`src/rtl/cpu_pkg.sv`:
```
// ---------------------------------------------------------------------------
// cpu_pkg
// Shared definitions for the 8-bit CPU control path.
//   state_t          : sequencer states (IDLE/FETCH/DECODE/ISSUE/HALT)
//   OP_0..OP_7       : opcode values carried in instruction bits [7:5]
//   OP_JMP / OP_HLT  : opcodes the sequencer consumes itself
//   OPC_MSB/OPC_LSB  : opcode field position, OPR_W : operand field width
// ---------------------------------------------------------------------------
package cpu_pkg;

  typedef enum logic [2:0] {
    IDLE,
    FETCH,
    DECODE,
    ISSUE,
    HALT
  } state_t;

  localparam logic [2:0] OP_0 = 3'd0;
  localparam logic [2:0] OP_1 = 3'd1;
  localparam logic [2:0] OP_2 = 3'd2;
  localparam logic [2:0] OP_3 = 3'd3;
  localparam logic [2:0] OP_4 = 3'd4;
  localparam logic [2:0] OP_5 = 3'd5;
  localparam logic [2:0] OP_6 = 3'd6;
  localparam logic [2:0] OP_7 = 3'd7;

  localparam logic [2:0] OP_JMP = OP_6;
  localparam logic [2:0] OP_HLT = OP_7;

  localparam int OPC_MSB = 7;
  localparam int OPC_LSB = 5;
  localparam int OPR_W   = 5;

  function automatic logic [2:0] opcode_of(input logic [7:0] instr);
    return instr[OPC_MSB:OPC_LSB];
  endfunction

  function automatic logic [OPR_W-1:0] operand_of(input logic [7:0] instr);
    return instr[OPR_W-1:0];
  endfunction

endpackage

```
`src/rtl/control_sequencer_if.sv`:
```
// ---------------------------------------------------------------------------
// control_sequencer_if
// Bundles the two handshakes of the sequencer.
//   Program memory : mem_req/mem_addr out, mem_ack/mem_rdata back
//   Decoder bus    : decoder/operand/op_valid out, op_ready back
// master = sequencer side, slave = memory + logic unit side.
// ---------------------------------------------------------------------------
interface control_sequencer_if;
  import cpu_pkg::*;

  logic             mem_req;
  logic [7:0]       mem_addr;
  logic             mem_ack;
  logic [7:0]       mem_rdata;
  logic [7:0]       decoder;
  logic [OPR_W-1:0] operand;
  logic             op_valid;
  logic             op_ready;

  modport master (
    output mem_req, mem_addr, decoder, operand, op_valid,
    input  mem_ack, mem_rdata, op_ready
  );

  modport slave (
    input  mem_req, mem_addr, decoder, operand, op_valid,
    output mem_ack, mem_rdata, op_ready
  );

endinterface

```
`src/rtl/onehot_dec3to8.sv`:
```
// ---------------------------------------------------------------------------
// onehot_dec3to8
// Combinational 3-to-8 one-hot decoder.
//   sel    in  3  binary select
//   onehot out 8  bit[sel] high, all others low
// ---------------------------------------------------------------------------
module onehot_dec3to8 (
  input  logic [2:0] sel,
  output logic [7:0] onehot
);

  for (genvar gi = 0; gi < 8; gi++) begin : g_bit
    assign onehot[gi] = (sel == 3'(gi));
  end

endmodule

```
`src/rtl/control_sequencer.sv`:
```
// ---------------------------------------------------------------------------
// control_sequencer
// Fetch/decode/issue state machine of the 8-bit CPU.
//   clk     in   system clock, rising edge
//   rst_n   in   asynchronous active-low reset
//   run     in   level, enables instruction fetching
//   bus     master modport: program memory req/ack + decoder bus valid/ready
//   pc      out  current program counter (also drives mem_addr)
//   halted  out  sequencer stopped by HLT or memory fault
//   fault   out  program memory did not answer within WAIT_LIMIT cycles
// Every output is a register; mem_addr is pc itself.
// ---------------------------------------------------------------------------
module control_sequencer
  import cpu_pkg::*;
#(
  parameter logic [7:0]  RESET_PC   = 8'h00,
  parameter logic [2:0]  JMP_OPCODE = OP_JMP,
  parameter logic [2:0]  HLT_OPCODE = OP_HLT,
  parameter int unsigned WAIT_LIMIT = 15
) (
  input  logic                       clk,
  input  logic                       rst_n,
  input  logic                       run,
  control_sequencer_if.master        bus,
  output logic [7:0]                 pc,
  output logic                       halted,
  output logic                       fault
);

  // Last count value that may still be followed by an ack; one more
  // ack-less cycle means the memory has timed out.
  localparam logic [7:0] WAIT_LAST = 8'(WAIT_LIMIT - 1);

  state_t           state;
  logic [7:0]       ir;
  logic [7:0]       wait_cnt;
  logic             mem_req_reg;
  logic             op_valid_reg;
  logic [7:0]       decoder_reg;
  logic [OPR_W-1:0] operand_reg;
  logic [2:0]       opcode;
  logic [7:0]       dec_onehot;

  assign opcode = opcode_of(ir);

  onehot_dec3to8 u_dec (
    .sel    (opcode),
    .onehot (dec_onehot)
  );

  assign bus.mem_req  = mem_req_reg;
  assign bus.mem_addr = pc;
  assign bus.decoder  = decoder_reg;
  assign bus.operand  = operand_reg;
  assign bus.op_valid = op_valid_reg;

  always_ff @(posedge clk or negedge rst_n) begin
    if (!rst_n) begin
      state        <= IDLE;
      pc           <= RESET_PC;
      ir           <= '0;
      wait_cnt     <= '0;
      mem_req_reg  <= 1'b0;
      op_valid_reg <= 1'b0;
      decoder_reg  <= '0;
      operand_reg  <= '0;
      halted       <= 1'b0;
      fault        <= 1'b0;
    end else begin
      case (state)
        IDLE: begin
          if (run) begin
            state       <= FETCH;
            mem_req_reg <= 1'b1;
          end
        end

        FETCH: begin
          if (bus.mem_ack) begin
            ir          <= bus.mem_rdata;
            mem_req_reg <= 1'b0;
            wait_cnt    <= '0;
            state       <= DECODE;
          end else if (wait_cnt == WAIT_LAST) begin
            fault       <= 1'b1;
            halted      <= 1'b1;
            mem_req_reg <= 1'b0;
            state       <= HALT;
          end else begin
            wait_cnt <= wait_cnt + 8'd1;
          end
        end

        DECODE: begin
          if (opcode == HLT_OPCODE) begin
            halted <= 1'b1;
            state  <= HALT;
          end else if (opcode == JMP_OPCODE) begin
            // Jumps are absorbed here; the target is limited to the
            // first 32 bytes because only the operand field carries it.
            pc <= {3'b000, operand_of(ir)};
            if (run) begin
              state       <= FETCH;
              mem_req_reg <= 1'b1;
            end else begin
              state <= IDLE;
            end
          end else begin
            decoder_reg  <= dec_onehot;
            operand_reg  <= operand_of(ir);
            op_valid_reg <= 1'b1;
            state        <= ISSUE;
          end
        end

        ISSUE: begin
          // decoder/operand are left untouched until the logic unit
          // takes them, so they stay stable while op_valid is high.
          if (bus.op_ready) begin
            op_valid_reg <= 1'b0;
            decoder_reg  <= '0;
            pc           <= pc + 8'd1;
            if (run) begin
              state       <= FETCH;
              mem_req_reg <= 1'b1;
            end else begin
              state <= IDLE;
            end
          end
        end

        HALT: begin
          halted       <= 1'b1;
          mem_req_reg  <= 1'b0;
          op_valid_reg <= 1'b0;
          decoder_reg  <= '0;
        end

        default: begin
          state        <= HALT;
          halted       <= 1'b1;
          mem_req_reg  <= 1'b0;
          op_valid_reg <= 1'b0;
          decoder_reg  <= '0;
        end
      endcase
    end
  end

endmodule

```
`src/flat_wrapper.sv`:
```
// flat-port wrapper written by rule: the top's interface ports become plain ports
module control_sequencer_flat import cpu_pkg::*;
#(
  parameter logic [7:0]  RESET_PC   = 8'h00,
  parameter logic [2:0]  JMP_OPCODE = OP_JMP,
  parameter logic [2:0]  HLT_OPCODE = OP_HLT,
  parameter int unsigned WAIT_LIMIT = 15
)
  (clk, rst_n, run, pc, halted, fault, bus_mem_req, bus_mem_addr, bus_decoder, bus_operand, bus_op_valid, bus_mem_ack, bus_mem_rdata, bus_op_ready);
  control_sequencer_if bus_i ();
  input  logic clk;
  input  logic rst_n;
  input  logic run;
  output logic [7:0] pc;
  output logic halted;
  output logic fault;
  output wire logic [$bits(bus_i.mem_req)-1:0] bus_mem_req;
  output wire logic [$bits(bus_i.mem_addr)-1:0] bus_mem_addr;
  output wire logic [$bits(bus_i.decoder)-1:0] bus_decoder;
  output wire logic [$bits(bus_i.operand)-1:0] bus_operand;
  output wire logic [$bits(bus_i.op_valid)-1:0] bus_op_valid;
  input wire logic [$bits(bus_i.mem_ack)-1:0] bus_mem_ack;
  input wire logic [$bits(bus_i.mem_rdata)-1:0] bus_mem_rdata;
  input wire logic [$bits(bus_i.op_ready)-1:0] bus_op_ready;
  assign bus_mem_req = bus_i.mem_req;
  assign bus_mem_addr = bus_i.mem_addr;
  assign bus_decoder = bus_i.decoder;
  assign bus_operand = bus_i.operand;
  assign bus_op_valid = bus_i.op_valid;
  assign bus_i.mem_ack = bus_mem_ack;
  assign bus_i.mem_rdata = bus_mem_rdata;
  assign bus_i.op_ready = bus_op_ready;
  control_sequencer #(.RESET_PC(RESET_PC), .JMP_OPCODE(JMP_OPCODE), .HLT_OPCODE(HLT_OPCODE), .WAIT_LIMIT(WAIT_LIMIT)) u_core (.clk(clk), .rst_n(rst_n), .run(run), .bus(bus_i), .pc(pc), .halted(halted), .fault(fault));
endmodule
```
`config.mk`:
```
export PLATFORM = sky130hd
export DESIGN_NAME = control_sequencer_flat
export DESIGN_NICKNAME = d
export VERILOG_FILES = /design/src/rtl/cpu_pkg.sv /design/src/rtl/control_sequencer_if.sv /design/src/rtl/onehot_dec3to8.sv /design/src/rtl/control_sequencer.sv /design/src/flat_wrapper.sv
export SDC_FILE = /design/constraint.sdc
export NUM_CORES = 1
export LEC_CHECK = 0
export ABC_AREA = 1
export BUFFER_PORTS_ARGS = -buffer_cell sky130_fd_sc_hd__buf_2
export CELL_PAD_IN_SITES_DETAIL_PLACEMENT = 0
export CELL_PAD_IN_SITES_GLOBAL_PLACEMENT = 1
export CORE_AREA = 2 2 80 82
export DETAILED_ROUTE_END_ITERATION = 12
export DIE_AREA = 0 0 82 84
export PLACE_DENSITY_LB_ADDON = 0.1
export SYNTH_ARGS = -nofsm -noshare
export SYNTH_HDL_FRONTEND = slang
export SYNTH_SLANG_ARGS = --single-unit
```
`constraint.sdc`:
```
create_clock -name clk -period 1.6 [get_ports clk]
set_clock_uncertainty 0.2 [all_clocks]
set_input_delay 0.16 -clock clk [delete_from_list [all_inputs] [get_ports clk]]
set_output_delay 0.16 -clock clk [all_outputs]
set_load 0.01 [all_outputs]
```
* Word-level counts from Yosys, hierarchy flattened *
Cells that the tools add are included.
W data, S select, Z words.

storage, ports and cells
  word-level logic and storage cells = 87
  input bits = 13
  output and inout bits = 33
  register bits = 44

operators by class
  add/sub/neg operators = 2
  equal/unequal tests = 22
  bitwise operators = 6
  reductions and logical operators = 14
  mux-type cells = 33

operators with widths
  cell                   count
  $mux W8                8
  $pmux W8 S3            1
  $reduce_and A4 Y1      5
  $mux W3                6
  $add A8 B1 Y8 const B  2
  $pmux W8 S2            1
  $eq A3 B3 Y1 const B   5
  $pmux W3 S5            1
  $mux W1                13
  $eq A3 B2 Y1 const B   4
  $ne A2 B2 Y1 const B   6
  $eq A8 B4 Y1 const B   1
  $eq A3 B1 Y1 const B   2
  $logic_not A3 Y1       2
  $ne A2 B1 Y1 const B   3
  $not A1 Y1             6
  $pmux W1 S3            2
  $reduce_and A3 Y1      2
  $pmux W1 S4            1
  $reduce_and A2 Y1      2
  $reduce_or A2 Y1       2
  $ne A3 B2 Y1 const B   1
  $reduce_bool A2 Y1     1

* Longest topological paths before layout *
  depth after elaboration = 4
  depth in mapped cells = 9
  gate-level depth less buffers = 9

* Modules after synthesis *
Synthesis repeated with hierarchy kept, for this count alone.

second synthesis, totals
  cells, all modules = 316
  area total of the unflattened synthesis = 2351.0 µm²

by module, submodules not included
  module             cells an instance  seq. area each (µm²)  times used  area each (µm²)
  control_sequencer  301                1101.1                1           2294.7
  onehot_dec3to8     15                 0.0                   1           56.3

* Worst setup path before layout *
Ideal clock, no wire load.

  path kind = register to register
  start point = reg u_core.wait_cnt[0]
  end point = reg u_core.wait_cnt[2]
  clock period less this slack = 1.473 ns
  path buffers = 1
  path slack = 0.127 ns
  stages on the path, launching flop included = 9
  arrival = 1.147 ns
  cells stage by stage = dfrtp_1 inv_1 ha_1 nand3_1 nor2_1 nand2_1 nand2_1 buf_6 o21ai_0

between the ends
  word-level cells in the longest chain between the ends = 3
  elaborated cells between the ends (all ways) = 6
  those cells by class = add/sub: 1; eq/ne: 2; mux: 2; reduce/logical: 1

ends and longest elaborated chain
  element                                        line                                              source
  from (decl)                                    control_sequencer.sv:36                           logic [7:0] wait_cnt;
  from (signal assigned)                         control_sequencer.sv:90                           wait_cnt <= wait_cnt + 8'd1;
  $add A8 B1 Y8 or $eq A8 B4 Y1 (tied branches)  control_sequencer.sv:90, control_sequencer.sv:84
  $mux W8 or $ne A2 B2 Y1 (tied branches)        --
  $mux W8 or $reduce_and A2 Y1 (tied branches)   --

Parallel ways exist; a longest one is shown, timed or not. The select of a mux whose other input is x is not followed.
A chain may end at the register's enable or synchronous reset.

* Worst setup path after layout *
  start point = reg u_core.wait_cnt[0]
  end point = reg u_core.wait_cnt[4]

The elaborated chain is that of the path after synthesis.

==> out/metrics.cfg <==
[hold_path]
hold_end = u_core.state[0]
holdCritStartpoint = run
hold_path_class = in2reg
min_path_cells = 3

[drt]
ant_nets = 0
vias = 2098
drt-total-wl_um = 5326
wl_per_cell_um = 11.78
drt-vias-per-instance = 4.642
drc = 0
drtPass1Iterations = 4
initialDrtViolationCount = 63

[yosys]
synth_flop_cell = dfrtp_1
synth_top_area_frac = 0.4656
synth_area_leader_cell = dfrtp_1
synthMuxAreaShare = 0
syn_area_sq_mm = 0.002257
synth-simple-area-share = 0.3099
synth_compound_area_frac = 0.09313
yosysMostFrequentCell = nand2_1
synthCells = 301
synth_enable_flop_cells = 0
syn_avg_cell_area_sq_um = 7.499
yosys.area_share.xor_xnor = 0.007761
seq_area_frac_synth = 0.4656
synthAdderAreaFrac = 0.01663
synth_top_family_by_area = simple AND/OR/NAND/NOR gates
yosysUniqueCellTypes = 25
synthArstFlopShare = 1.000
yosys-top-cells-area = dfrtp_1, nand2_1, nand3_1
yosys_warnings = 0
synth_common_cells = nand2_1, dfrtp_1, nor2_1, inv_1, nand3_1
synth_seq_cells = 42

[placed_design]
placed_cells = 429
placed_area_sq_mm = 0.002645
dp_hpwl_um = 3832
gp_congestion = 0.8585
pre_cts_ws_ns = 0.05453
portBuffers = 43

[worst_setup_path]
end_kind = flop
r2r_cells = 9
worstPathArrival_ns = 1.55
rrSetupSlack_ns = 0.06
criticalPathCategory = reg2reg
cp_max_fo = 12
cp.required_ns = 1.61
r2r_end = u_core.wait_cnt[4]
startpoint_type = flop
reg2reg_from = u_core.wait_cnt[0]

[sta]
post-route-period-util = 0.9627
setup_viol = 0
tns_ns = 0
report.final.slew_viol_count = 0
rsz0062_at_grt = yes
fmax_mhz = 649.2
hold_viol_final = 0
setup_slack_ns = 0.05968
min_period_ns = 1.540

[power_and_ir_drop]
combPwrFrac = 0.366
power.switching_mw = 1.319
power_mw = 3.508
p_sw_frac = 0.3761
power_per_cell_area_mw_per_mm2 = 1190
clkPwrFrac = 0.201
power.internal_mw = 2.189
ir_drop_v = 0.0006036
leakage_nw = 1.574
pwr-share-seq = 0.433

[final_layout]
fillerInstances = 641
drive_gt1_frac = 0.2880
diodes = 0
nNetsFinal = 390
fin_area_sq_mm = 0.002948
stdcell_count = 452
syn_to_final_growth_pct = 30.60

[grt]
grt.overflow.total = 0
antenna_found_initial = 0
busiest_layer = met2
grt_max_degree = 43
globalRouteMet1Util = 0.2304
grt_usage = 0.1647
grt_pass1_vias = 1929
met3_usage = 0.03571
grt_pass1_wl_um = 8756
grt.met2_usage = 0.2572

[floorplan]
die_w_um = 82
ios = 46
rows = 29
start_util = 0.3703
core_sq_mm = 0.006096
die-area_sq_mm = 0.006888
die_h_um = 84

[outcome]
status = finished clean

[flow_run]
cap_viol_max_count = 0

[clocking]
cts_made_buffers = 5
cts_tree = done
cts_root_buf = clkbuf_8
htree_levels = 2
clock-sinks = 42
clk_pin_slew_ns = 0.09
worstSkewPairLatency_ns = 0.30
cts.path.max_buffers = 2

## area by class of cell
class,instances,area [sq um],share of cell area
inverters,32,120.1,0.04075
clock buffers,5,68.82,0.02334
well taps,77,96.34,0.03268
multi-input cells,213,1033,0.3506
repair buffers,80,553.0,0.1876
flip-flops and latches,42,1055,0.3578
clock inverters,3,21.27,0.007216
## power groups by stage
stage,sequential [mW],clock (mW),combinational (mW)
detailed placement,1.52,0,1.19
floorplan,1.57,0,0.669
finish,1.52,0.705,1.29
global placement,1.51,0,1.18
CTS,1.50,0.734,1.21
global route,1.56,0.788,1.47
## logic make-up (layout without fill, tap and decap cells)
family | after synthesis | count (layout)
flops | 42 | 42
other cells | 1 | 2
simple gates | 167 | 167
buf+inv | 47 | 120
xor+xnor | 2 | 2
compound gates | 39 | 39
fa+ha+maj | 3 | 3
## repair_timing
action                                  in CTS  in global routing
hold buffers                                11                  0
buffers inserted                             0                  4
resized for setup                            0                 28
hold endpoints to repair                    52                  0
endpoints found under the setup margin       0                 33
## per-layer routing
layer | vias to the layer above | wire length (um)
met5 | - | 0
met4 | 0 | 43
met1 | 958 | 2655
li1 | 1092 | -
met3 | 5 | 198
met2 | 43 | 2429
## stage by stage
stage            util  hold WS, ns
2_1_floorplan       -      -0.3356
3_3_place_gp   0.4339     -0.03991
3_5_place_dp   0.4339     -0.04057
4_1_cts        0.4667      0.03148
5_1_grt        0.4836      0.05873
6_report       0.4836      0.04195
## worst max path at each step
stage / cells after the start / start / to
2_1_floorplan: 8 / u_core.wait_cnt[0] / u_core.wait_cnt[2]
3_3_place_gp: 9 / u_core.wait_cnt[0] / u_core.wait_cnt[1]
3_5_place_dp: 8 / u_core.wait_cnt[0] / u_core.wait_cnt[6]
4_1_cts: 5 / u_core.state[0] / u_core.bus.decoder[3]
5_1_grt: 9 / u_core.wait_cnt[0] / u_core.wait_cnt[2]
6_report: 9 / u_core.wait_cnt[0] / u_core.wait_cnt[4]
## layout by cell type (no fill, tap or decap), types with 2 or more instances in the layout
| cell type | instances |
|---|---|
| a21oi_1 | 8 |
| buf_12 | 2 |
| buf_2 | 43 |
| buf_4 | 22 |
| buf_6 | 2 |
| clkbuf_8 | 5 |
| conb_1 | 2 |
| dfrtp_1 | 39 |
| dfrtp_2 | 3 |
| dlygate4sd3_1 | 11 |
| inv_1 | 25 |
| inv_2 | 7 |
| nand2_1 | 91 |
| nand2_2 | 8 |
| nand3_1 | 30 |
| nor2_1 | 26 |
| nor2_2 | 6 |
| o21ai_0 | 19 |
| o21ai_1 | 6 |
| o21bai_1 | 3 |
| xor2_1 | 2 |
## critical path, stage by stage (launching register included)
cell and delay [ns]:
dfrtp_1 0.40, inv_2 0.08, ha_4 0.13, nand3_1 0.10, nor2_2 0.15, nand2_1 0.08, nand2_2 0.08, buf_12 0.12
nand2_1 0.05, o21ai_0 0.07
Note: power is estimated with default switching activity, not from simulation.
